File: config.mk
export PLATFORM = sky130hd
export DESIGN_NAME = tl_a_arb_2to1
export DESIGN_NICKNAME = d
export VERILOG_FILES = /design/src/rtl/tl_a_arb_2to1.sv
export SDC_FILE = /design/constraint.sdc
export NUM_CORES = 1
export LEC_CHECK = 0
export ABC_AREA = 1
export ABC_CLOCK_PERIOD_IN_PS = 1830
export BUFFER_PORTS_ARGS = -buffer_cell sky130_fd_sc_hd__buf_4
export CAP_MARGIN = 30
export CORE_AREA = 3 3 235 237
export CTS_CLUSTER_SIZE = 30
export DETAILED_ROUTE_END_ITERATION = 12
export DIE_AREA = 0 0 238 240
export HOLD_SLACK_MARGIN = 0.02
export MAX_ROUTING_LAYER = met4
export PLACE_DENSITY_LB_ADDON = 0.05
export SYNTH_ARGS = -nofsm -noshare
export SYNTH_HDL_FRONTEND = slang
export SYNTH_SLANG_ARGS = --single-unit
export TNS_END_PERCENT = 10
File: constraint.sdc
create_clock -name clock -period 1.83 [get_ports clock]
set_input_delay 0.2745 -clock clock [delete_from_list [all_inputs] [get_ports clock]]
set_output_delay 0.2745 -clock clock [all_outputs]
set_load 0.1 [all_outputs]
File: src/rtl/tl_a_arb_2to1.sv
// Two-client TileLink-UL A-channel arbiter with source-routed D channel.
// Optional: define TL_A_ARB_ROUND_ROBIN_EN for round-robin arbitration.
module tl_a_arb_2to1 (
   input  logic        clock,
   input  logic        reset,
   // client 0 A channel
   output logic        auto_in0_a_ready,
   input  logic        auto_in0_a_valid,
   input  logic [2:0]  auto_in0_a_bits_opcode,
   input  logic [2:0]  auto_in0_a_bits_param,
   input  logic [3:0]  auto_in0_a_bits_size,
   input  logic [3:0]  auto_in0_a_bits_source,
   input  logic [30:0] auto_in0_a_bits_address,
   input  logic [7:0]  auto_in0_a_bits_mask,
   input  logic [63:0] auto_in0_a_bits_data,
   input  logic        auto_in0_a_bits_corrupt,
   // client 0 D channel
   input  logic        auto_in0_d_ready,
   output logic        auto_in0_d_valid,
   output logic [2:0]  auto_in0_d_bits_opcode,
   output logic [1:0]  auto_in0_d_bits_param,
   output logic [3:0]  auto_in0_d_bits_size,
   output logic [3:0]  auto_in0_d_bits_source,
   output logic        auto_in0_d_bits_sink,
   output logic        auto_in0_d_bits_denied,
   output logic [63:0] auto_in0_d_bits_data,
   output logic        auto_in0_d_bits_corrupt,
   // client 1 A channel
   output logic        auto_in1_a_ready,
   input  logic        auto_in1_a_valid,
   input  logic [2:0]  auto_in1_a_bits_opcode,
   input  logic [2:0]  auto_in1_a_bits_param,
   input  logic [3:0]  auto_in1_a_bits_size,
   input  logic [3:0]  auto_in1_a_bits_source,
   input  logic [30:0] auto_in1_a_bits_address,
   input  logic [7:0]  auto_in1_a_bits_mask,
   input  logic [63:0] auto_in1_a_bits_data,
   input  logic        auto_in1_a_bits_corrupt,
   // client 1 D channel
   input  logic        auto_in1_d_ready,
   output logic        auto_in1_d_valid,
   output logic [2:0]  auto_in1_d_bits_opcode,
   output logic [1:0]  auto_in1_d_bits_param,
   output logic [3:0]  auto_in1_d_bits_size,
   output logic [3:0]  auto_in1_d_bits_source,
   output logic        auto_in1_d_bits_sink,
   output logic        auto_in1_d_bits_denied,
   output logic [63:0] auto_in1_d_bits_data,
   output logic        auto_in1_d_bits_corrupt,
   // manager A channel
   input  logic        auto_out_a_ready,
   output logic        auto_out_a_valid,
   output logic [2:0]  auto_out_a_bits_opcode,
   output logic [2:0]  auto_out_a_bits_param,
   output logic [3:0]  auto_out_a_bits_size,
   output logic [4:0]  auto_out_a_bits_source,
   output logic [30:0] auto_out_a_bits_address,
   output logic [7:0]  auto_out_a_bits_mask,
   output logic [63:0] auto_out_a_bits_data,
   output logic        auto_out_a_bits_corrupt,
   // manager D channel
   output logic        auto_out_d_ready,
   input  logic        auto_out_d_valid,
   input  logic [2:0]  auto_out_d_bits_opcode,
   input  logic [1:0]  auto_out_d_bits_param,
   input  logic [3:0]  auto_out_d_bits_size,
   input  logic [4:0]  auto_out_d_bits_source,
   input  logic        auto_out_d_bits_sink,
   input  logic        auto_out_d_bits_denied,
   input  logic [63:0] auto_out_d_bits_data,
   input  logic        auto_out_d_bits_corrupt
);

   typedef enum logic {
      IDLE   = 1'b0,
      LOCKED = 1'b1
   } state_t;

   state_t      state_q;
   state_t      state_d;
   logic        grant_q;
   logic        grant_d;
   logic [2:0]  cnt_q;
   logic [2:0]  cnt_d;

   logic        grant;
   logic        idle_grant;
   logic        fire;
   logic        multi;
   logic [2:0]  beats_m1;

   // ---------------------------------------------------------------
   // Idle-state grant selection
   // ---------------------------------------------------------------
`ifdef TL_A_ARB_ROUND_ROBIN_EN
   logic ptr_q;
   logic ptr_d;

   // Pointed-to client wins a tie; a lone requester always wins.
   always_comb begin
      idle_grant = auto_in1_a_valid;
      if (auto_in0_a_valid && auto_in1_a_valid) begin
         idle_grant = ptr_q;
      end
   end

   // Pointer flips away from the client whose message just completed.
   always_comb begin
      ptr_d = ptr_q;
      if (fire && (state_d == IDLE)) begin
         ptr_d = ~grant;
      end
   end

   // Round-robin pointer register, client 0 preferred after reset.
   always_ff @(posedge clock) begin
      if (reset) begin
         ptr_q <= 1'b0;
      end else begin
         ptr_q <= ptr_d;
      end
   end
`else
   // Fixed priority: client 1 only wins when client 0 is not asking.
   assign idle_grant = ~auto_in0_a_valid & auto_in1_a_valid;
`endif

   assign grant = (state_q == LOCKED) ? grant_q : idle_grant;

   // ---------------------------------------------------------------
   // A channel mux (zero latency)
   // ---------------------------------------------------------------
   assign auto_out_a_valid =
      grant ? auto_in1_a_valid : auto_in0_a_valid;
   assign auto_out_a_bits_opcode =
      grant ? auto_in1_a_bits_opcode : auto_in0_a_bits_opcode;
   assign auto_out_a_bits_param =
      grant ? auto_in1_a_bits_param : auto_in0_a_bits_param;
   assign auto_out_a_bits_size =
      grant ? auto_in1_a_bits_size : auto_in0_a_bits_size;
   assign auto_out_a_bits_source = {
      grant,
      grant ? auto_in1_a_bits_source : auto_in0_a_bits_source
   };
   assign auto_out_a_bits_address =
      grant ? auto_in1_a_bits_address : auto_in0_a_bits_address;
   assign auto_out_a_bits_mask =
      grant ? auto_in1_a_bits_mask : auto_in0_a_bits_mask;
   assign auto_out_a_bits_data =
      grant ? auto_in1_a_bits_data : auto_in0_a_bits_data;
   assign auto_out_a_bits_corrupt =
      grant ? auto_in1_a_bits_corrupt : auto_in0_a_bits_corrupt;

   assign auto_in0_a_ready = ~grant & auto_out_a_ready;
   assign auto_in1_a_ready =  grant & auto_out_a_ready;

   assign fire = auto_out_a_valid & auto_out_a_ready;

   // Beats after the first for the message currently on the bus.
   always_comb begin
      multi = ((auto_out_a_bits_opcode == 3'd0) ||
               (auto_out_a_bits_opcode == 3'd1)) &&
              (auto_out_a_bits_size > 4'd3);
      case (auto_out_a_bits_size)
         4'd4:    beats_m1 = 3'd1;
         4'd5:    beats_m1 = 3'd3;
         default: beats_m1 = 3'd7;
      endcase
   end

   // ---------------------------------------------------------------
   // Grant lock FSM. In LOCKED, cnt==0 means the first beat has not
   // fired yet; otherwise cnt is the number of beats still to send.
   // ---------------------------------------------------------------

   // Next-state: hold grant until the message's last beat fires.
   always_comb begin
      state_d = state_q;
      grant_d = grant_q;
      cnt_d   = cnt_q;
      unique case (state_q)
         IDLE: begin
            grant_d = idle_grant;
            if (auto_out_a_valid) begin
               if (!fire) begin
                  state_d = LOCKED;
                  cnt_d   = 3'd0;
               end else if (multi) begin
                  state_d = LOCKED;
                  cnt_d   = beats_m1;
               end
            end
         end
         LOCKED: begin
            if (fire) begin
               if (cnt_q == 3'd0) begin
                  if (multi) begin
                     cnt_d = beats_m1;
                  end else begin
                     state_d = IDLE;
                  end
               end else if (cnt_q == 3'd1) begin
                  cnt_d   = 3'd0;
                  state_d = IDLE;
               end else begin
                  cnt_d = cnt_q - 3'd1;
               end
            end
         end
         default: begin
            state_d = IDLE;
            cnt_d   = 3'd0;
         end
      endcase
   end

   // State, grant and beat counter registers.
   always_ff @(posedge clock) begin
      if (reset) begin
         state_q <= IDLE;
         grant_q <= 1'b0;
         cnt_q   <= 3'd0;
      end else begin
         state_q <= state_d;
         grant_q <= grant_d;
         cnt_q   <= cnt_d;
      end
   end

   // ---------------------------------------------------------------
   // D channel routing by source MSB
   // ---------------------------------------------------------------
   assign auto_in0_d_valid =
      auto_out_d_valid & ~auto_out_d_bits_source[4];
   assign auto_in1_d_valid =
      auto_out_d_valid &  auto_out_d_bits_source[4];
   assign auto_out_d_ready = auto_out_d_bits_source[4] ?
      auto_in1_d_ready : auto_in0_d_ready;

   assign auto_in0_d_bits_opcode  = auto_out_d_bits_opcode;
   assign auto_in0_d_bits_param   = auto_out_d_bits_param;
   assign auto_in0_d_bits_size    = auto_out_d_bits_size;
   assign auto_in0_d_bits_source  = auto_out_d_bits_source[3:0];
   assign auto_in0_d_bits_sink    = auto_out_d_bits_sink;
   assign auto_in0_d_bits_denied  = auto_out_d_bits_denied;
   assign auto_in0_d_bits_data    = auto_out_d_bits_data;
   assign auto_in0_d_bits_corrupt = auto_out_d_bits_corrupt;

   assign auto_in1_d_bits_opcode  = auto_out_d_bits_opcode;
   assign auto_in1_d_bits_param   = auto_out_d_bits_param;
   assign auto_in1_d_bits_size    = auto_out_d_bits_size;
   assign auto_in1_d_bits_source  = auto_out_d_bits_source[3:0];
   assign auto_in1_d_bits_sink    = auto_out_d_bits_sink;
   assign auto_in1_d_bits_denied  = auto_out_d_bits_denied;
   assign auto_in1_d_bits_data    = auto_out_d_bits_data;
   assign auto_in1_d_bits_corrupt = auto_out_d_bits_corrupt;

endmodule
==> impl_metrics.json, run 1 <==
{
  "synth.distinct_cells": 28,
  "outcome": "aborted with a tool error",
  "endpoint_type": "top-level output",
  "io_buffers": 369,
  "stop_error": "[ERROR DRT-0255] Maze Route cannot find path of net auto_out_d_bits_size[0] in worker of routeBox ( 193200 0 ) ( 238000 48300 ).",
  "clk_path_buf_depth": 2,
  "gr-total-overflow": 0,
  "avgSynthCellArea_um2": 5.07,
  "pin_count": 610,
  "cts_root_buffer": "clkbuf_16",
  "grt_pass1_wl_um": 31200,
  "place_area_mm2": 0.00626,
  "die_h_um": 240,
  "clock_sinks": 5,
  "ys_warn_count": 0,
  "place.gp.congestion": 0.695,
  "antenna_found_initial": 3,
  "synth_area_mm2": 0.00326,
  "syn-num-nets": 971,
  "start_util_pct": 6.09,
  "rows": 85,
  "grt_pass1_vias": 4769,
  "synth_top_cell_by_area": "nand2_1",
  "synth.ff_latch_count": 5,
  "netlist.area_leader.share_pct": 43.5,
  "haltStage": "detailed routing",
  "grt-worst-endpoint": "auto_out_a_bits_param[0]",
  "grt_start_max_net_pins": 51,
  "htreeDepth": 1,
  "dpl.hpwl_um": 19800,
  "place_ws_ps": -92.1,
  "grt_usage_pct": 7.49,
  "synth_cells": 643,
  "die_w_um": 238,
  "synth_area_leaders": "nand2_1 (44%), buf_4 (37%), dfxtp_1 (3.1%)",
  "ys_seq_area_share_pct": 3.07,
  "cts_made_buffers": 3
}
## stage by stage
stage | TNS [ps] | hold slack [ps] | cells
global route | -10190 | 235 | 1577
detailed placement | -2400 | 461 | 1564
CTS | -8720 | 220 | 1568
floorplan | -12960 | 334 | 643
global placement | -3860 | 456 | 1564
## routing by layer
metal	GRT usage, %
met1	7.38
met2	13.2
met3	4.15
met4	1.19
met5	-
## Yosys cell counts
| master | number |
|---|---|
| nand3_4 | 1 |
| nand2_1 | 378 |
| o21ai_0 | 4 |
| nand2_2 | 5 |
| xor2_1 | 1 |
| nand3_1 | 12 |
| o22ai_1 | 1 |
| nor2_4 | 1 |
| a21oi_1 | 3 |
| nand2_4 | 1 |
| inv_2 | 1 |
| nor2_2 | 1 |
| inv_1 | 20 |
| mux2_2 | 1 |
| buf_4 | 161 |
| buf_2 | 9 |
| nor2_1 | 11 |
| o21bai_1 | 1 |
| a32oi_1 | 1 |
| dfxtp_1 | 5 |
| clkbuf_1 | 7 |
| o21ai_1 | 1 |
| nand3b_1 | 2 |
| o21ai_2 | 1 |
| buf_6 | 1 |
| a21oi_2 | 2 |
| buf_1 | 8 |
| ha_1 | 3 |
## what timing repair did
item | 4_1_cts | 5_1_grt
hold buffers | 0 | 0
pin swaps | 10 | 35
setup endpoints to repair | 115 | 120
setup buffers | 0 | 3
resized for setup | 242 | 195
cloned | 0 | 4
## kinds of logic after synthesis
family                   count (synthesis)  synth area share [%]
AND/OR/NAND/NOR                        412                  49.5
buffers and inverters                  207                  43.0
AO/OA/AOI/OAI                           14                  2.73
flip-flops                               5                  3.07
adder cells (fa/ha/maj)                  3                  1.15
XOR/XNOR                                 1                 0.269
multiplexers                             1                 0.345
==> run 2: changes to the inputs <==
- CTS_CLUSTER_SIZE: 30 -> not set
- HOLD_SLACK_MARGIN: 0.02 -> not set
- MAX_ROUTING_LAYER: met4 -> not set
- PLACE_DENSITY_LB_ADDON: 0.05 -> 0.15
==> run 2 against run 1 <==
Net effect: the flow now finishes, with violations (negative setup slack); synthesized cell count did not move; global-route usage fell by 1.7 points; area after synthesis did not move.
==> impl_metrics.json, run 2 <==
{
  "outcome": "finished, violations left",
  "violations": "negative setup slack",
  "grt.met2_usage_pct": 9.93,
  "drive_above_1_share_pct": 59.4,
  "netlist.area_leader.share_pct": 43.5,
  "start_util_pct": 6.09,
  "crit_path_max_fanout": 10,
  "critPathKind": "flop to output port",
  "num-nets-final": 1204,
  "drt_iter0_drc": 115,
  "final_cell_mix": "nand2_1 (293), buf_4 (267), buf_12 (116), nand2_2 (81), inv_1 (19)",
  "synth-edff-count": 0,
  "p_leak_nw": 3.99,
  "hp-start": "reset",
  "use_met3_pct": 3.51,
  "yosys.area_share.adder_pct": 1.15,
  "min_path_type": "input pin to flop",
  "die_h_um": 240,
  "cp.arrival_ps": 1600,
  "postCtsSetupBuffers": 0,
  "cts_made_buffers": 3,
  "powerDensity_mw_per_mm2": 853,
  "clock_sinks": 5,
  "gr-usage-met1_pct": 6.44,
  "max_stage_delay_ps": 370,
  "grt_usage_pct": 5.82,
  "async_flop_share_pct": 0,
  "regArea_um2": 104,
  "cp.buffers_inverters": 4,
  "ant_nets": 0,
  "syn-num-nets": 971,
  "synth_compound_area_share_pct": 2.73,
  "timing.rr.start": "state_q",
  "final_cells": 1571,
  "io_buffers": 369,
  "fill_cells": 6147,
  "synth_cells": 643,
  "ys_seq_area_share_pct": 3.07,
  "max-cap-violations": 0,
  "finalCritPeriodShare_pct": 103,
  "hold_viol_final": 0,
  "synth.distinct_cells": 28,
  "dpl.cell_count": 1559,
  "path_clk_slew_ps": 40,
  "r2r_slack_ps": 10,
  "ir_drop_mv": 0.300,
  "cp_top_family": "buffers and inverters",
  "largest_registers": "cnt_q (3), grant_q (1), state_q (1)",
  "max_freq_mhz": 532,
  "power_mw": 6.81,
  "final_common_cell": "nand2_1",
  "yosys.area_share.simple_pct": 49.5,
  "hold_depth": 2,
  "grt-busiest-layer": "met2",
  "dpl.hpwl_um": 16200,
  "antenna_found_initial": 0,
  "multi_input_area_mm2": 0.00206,
  "drv_slew": 0,
  "synth_top_cell_by_area": "nand2_1",
  "grt_pass1_vias": 4376,
  "via_count": 4495,
  "yosys.area_share.xor_xnor_pct": 0.269,
  "coreArea_mm2": 0.0535,
  "clock_skew_ps": 1.85,
  "place.gp.congestion": 0.713,
  "setup_viol": 55,
  "largest_register_ffs": 3,
  "slew_headroom_pct": 77.0,
  "ys_warn_count": 0,
  "regMostFlops": "cnt_q",
  "rows": 85,
  "clock_latency_ps": 230,
  "muxShareOfSynthArea_pct": 0.345,
  "synth_area_mm2": 0.00326,
  "first_pass_iters": 4,
  "synth_top_family_by_area": "simple AND/OR/NAND/NOR gates",
  "setup.worst_path.end_class": "output port",
  "drc": 0,
  "cp_data_required_time_ps": 1560,
  "syn_to_final_growth_pct": 145,
  "grt_start_max_net_pins": 51,
  "synth.ff_latch_count": 5,
  "avgSynthCellArea_um2": 5.07,
  "rr_endpoint": "cnt_q[1]",
  "clk_path_buf_depth": 2,
  "crit_path_cell_trace": "inv_6 -> nand2_4 -> nand2_8 -> buf_8 -> nand2_1 -> nand2_1 -> buf_12 -> buf_12",
  "fin_ws_ps": -48.7,
  "routedWlPerCell_um": 13.6,
  "crit_path_top_delay_cell": "dfxtp_4",
  "die_w_um": 238,
  "dieArea_mm2": 0.0571,
  "cts_root_buffer": "clkbuf_16",
  "ys_top_cells_by_count": "nand2_1 (378), buf_4 (161), inv_1 (20)",
  "grt_pass1_wl_um": 25800,
  "via_per_inst": 2.86,
  "totalWireLength_um": 21300,
  "synth.most_common_cell": "nand2_1",
  "tightestPinTransition_ps": 342,
  "htreeDepth": 1,
  "yosys_most_used_dff": "dfxtp_1",
  "gr-total-overflow": 0,
  "cts_tree": "done",
  "synth_area_leaders": "nand2_1 (44%), buf_4 (37%), dfxtp_1 (3.1%)",
  "r2r_cells": 11,
  "pin_count": 610,
  "diodes": 0,
  "min_to": "state_q",
  "hold_buffers": 0,
  "cp-start-kind": "flop",
  "rsz0062_at_grt": "true",
  "fin_crit_ps": 1880
}
[run 2: cell counts after synthesis]
Identical to the previous run, type by type.
[run 2: cell families (layout without fill, tap and decap cells)]
group,count (synthesis),count (layout)
and+or+nand+nor,412,413
buffers and inverters,207,438
AOI/OAI and AO/OA,14,14
DFF,5,5
adders and majority gates,3,3
xor gates and xnor gates,1,1
muxes,1,1
[run 2: repair_timing]
action	4_1_cts	5_1_grt
resized for setup	325	53
cloned	0	8
endpoints found under the setup margin	113	121
pin swaps	9	9
[run 2: worst max path at each step]
stage / slack (ps) / endpoint / start / cells after the start
6_report: -50 / auto_out_a_bits_source[0] / state_q / 8
5_1_grt: -140 / auto_out_a_bits_data[61] / state_q / 8
4_1_cts: -80 / auto_out_a_bits_address[16] / state_q / 8
3_5_place_dp: -110 / auto_out_a_bits_param[0] / auto_in0_a_valid / 9
3_3_place_gp: -100 / auto_out_a_bits_param[0] / auto_in0_a_valid / 9
2_1_floorplan: -240 / auto_out_a_bits_data[56] / state_q / 7
[run 2: layout make-up]
class | count | share of cell area, %
clock buffers | 4 | 0.987
inverters | 21 | 1.10
multi-input cells | 432 | 25.8
flip-flops and latches | 5 | 1.30
well taps | 696 | 10.9
repair buffers | 413 | 59.9
[run 2: power by group]
part	leakage [nW]	switching (mW)	total [mW]	internal [mW]
combinational	3.91	4.07	6.30	2.24
sequential	0.0419	0.0163	0.141	0.125
clock	0.0382	0.0767	0.366	0.289
total	3.99	4.16	6.81	2.65
[run 2: metrics by stage]
stage               util (%)  setup slack [ps]  hold WS [ps]  cell area (µm²)  TNS, ps
floorplan                  -              -238           334             3480   -12960
global placement        11.6              -103           464             6210    -1160
finish                  14.9             -48.7           221             7990     -680
CTS                     14.2             -76.1           222             7620    -2650
global route            14.9              -137           225             7990   -10720
detailed placement      11.6              -106           462             6210     -911
[run 2: per-layer routing]
metal | routed length [µm] | part of all wire (%)
met5 | 0 | 0
met4 | 88 | 0.41
met3 | 2840 | 13
met2 | 9930 | 47
met1 | 8450 | 40
No activity file was read; power rests on OpenSTA's default activity.
==> run 3: changes to the inputs <==
- ABC_CLOCK_PERIOD_IN_PS: 1830 -> 1700
- clock period: 1.83 -> 1.7 ns (I/O delays scaled with it)
==> run 3 against run 2 <==
Net effect: the run still ends with negative setup slack left; cell count up 0.89%; via count up 2.3%; first-iteration DRC count down 34%; flip-flop and latch count unchanged; setup slack worse by 76 ps; wire length up 4.8%; critical path depth unchanged; cell area up 6.5%; clock skew down 1.5 ps; global-route usage up 0.39 points.
==> impl_metrics.json, run 3 (same netlist as run 2, synthesis figures left out) <==
{
  "outcome": "finished, violations left",
  "violations": "negative setup slack",
  "regMostFlops": "cnt_q",
  "ir_drop_mv": 0.328,
  "hold_viol_final": 0,
  "powerDensity_mw_per_mm2": 900,
  "final_cell_mix": "buf_4 (269), nand2_1 (240), nand2_2 (131), buf_12 (131), inv_1 (19)",
  "totalWireLength_um": 22300,
  "cts_made_buffers": 3,
  "htreeDepth": 1,
  "fin_crit_ps": 1820,
  "coreArea_mm2": 0.0535,
  "timing.hold.ws_ps": 217,
  "p_switching_mw": 4.57,
  "critPathKind": "flop to output port",
  "drive_above_1_share_pct": 66.2,
  "grt_usage_pct": 6.20,
  "via_count": 4597,
  "r2r_cells": 10,
  "start_util_pct": 6.09,
  "dieArea_mm2": 0.0571,
  "clock_skew_ps": 0.325,
  "die_h_um": 240,
  "fill_cells": 6117,
  "multi_input_area_mm2": 0.00227,
  "final_cell_area_mm2": 0.00851,
  "p_clk_share_pct": 5.1,
  "path_clk_slew_ps": 30,
  "finalCritPeriodShare_pct": 107,
  "min_path_type": "input pin to flop",
  "setup_viol": 117,
  "place_ws_ps": -123,
  "tightestPinTransition_ps": 350,
  "max_freq_mhz": 548,
  "clock_sinks": 5,
  "crit_path_max_fanout": 8,
  "max-cap-violations": 0,
  "clk_path_buf_depth": 2,
  "power_switching_share_pct": 59.7,
  "fin_ws_ps": -125,
  "drc": 0,
  "via_per_inst": 2.90,
  "slew_headroom_pct": 76.4,
  "rsz0062_at_grt": "true",
  "drt_iter0_drc": 76,
  "combPwrFrac_pct": 92.9,
  "first_pass_iters": 4,
  "io_buffers": 369,
  "rows": 85,
  "antenna_found_initial": 1,
  "hold_depth": 2,
  "place_area_mm2": 0.00644,
  "cp-start-kind": "flop",
  "num-nets-final": 1217,
  "p_leak_nw": 4.15,
  "place.gp.congestion": 0.689,
  "cts_root_buffer": "clkbuf_16",
  "cp_data_required_time_ps": 1440,
  "cts_tree": "done",
  "syn_to_final_growth_pct": 161,
  "die_w_um": 238,
  "largest_registers": "cnt_q (3), grant_q (1), state_q (1)",
  "seq_power_share_pct": 2.0,
  "grt_start_max_net_pins": 42,
  "dpl.hpwl_um": 16600,
  "largest_register_ffs": 3,
  "grt_pass1_wl_um": 27800,
  "ant_nets": 0,
  "clock_latency_ps": 230,
  "intPower_mw": 3.09,
  "regArea_um2": 104,
  "drv_slew": 0,
  "grt_pass1_vias": 4739,
  "pin_count": 610,
  "cp.arrival_ps": 1570,
  "gr-total-overflow": 0,
  "routedWlPerCell_um": 14.1,
  "setup.worst_path.end_class": "output port",
  "tns_ps": -8740,
  "final_common_cell": "buf_4",
  "final_util_pct": 15.9
}
## run 3: cell types whose count changed in the layout (fill, tap and decap cells not counted), moves of 5 or more
cell,before,now
nand2_2,81,131
nand2_4,10,5
nand2_1,293,240
buf_12,116,131
nand2_8,1,8
## run 3: layer usage
| metal | track usage [%] | part of all wire, % | up-vias |
|---|---|---|---|
| met5 | 0 | 0 | - |
| met4 | 0.770 | 0.57 | 0 |
| met3 | 3.80 | 13 | 19 |
| met2 | 11.0 | 48 | 367 |
| met1 | 6.43 | 39 | 1953 |
| li1 | - | - | 2258 |
## run 3: path summary, 6_finish.rpt
check,startpoint,to,slack (ps)
worst max-delay path,state_q,auto_out_a_bits_data[58],-120
worst max register to register,state_q,cnt_q[0],-20
worst min-delay path,reset,state_q,220
worst min register to register,cnt_q[1],cnt_q[1],550
## run 3: cell type report
class,instances,share of cell area (%)
Timing Repair Buffer,427,59.9
Multi-Input combinational cell,431,26.6
Tap cell,696,10.2
Sequential cell,5,1.22
Inverter,21,1.03
Clock buffer,4,0.926
Antenna cell,1,0.0294
## run 3: repair_timing
item / in CTS / in global routing
resized for setup: 284 / 128
hold buffers: 0 / 0
cloned: 0 / 9
buffers inserted: 0 / 5
setup endpoints to repair: 122 / 125
pin swaps: 20 / 19
## run 3: per-stage QoR
step | power [mW] | instances
floorplan | 5.86 | 643
detailed placement | 5.71 | 1566
global route | 8.00 | 1585
finish | 7.66 | 1585
global placement | 5.75 | 1566
CTS | 7.05 | 1570
## run 3: power by group through the flow
stage / clock [mW] / combinational, mW / sequential (mW)
6_report: 0.391 / 7.12 / 0.151
5_1_grt: 0.414 / 7.43 / 0.153
4_1_cts: 0.399 / 6.50 / 0.150
3_5_place_dp: 0 / 5.56 / 0.151
3_3_place_gp: 0 / 5.59 / 0.153
2_1_floorplan: 0 / 5.71 / 0.149
## run 3: critical path, cell delays in order, from the launching register on
cell and delay [ps]:
dfxtp_4 360, inv_6 70, nand2_4 60, nand2_8 160, clkbuf_16 220, buf_12 130, nand2_1 60, nand2_2 80
buf_12 170
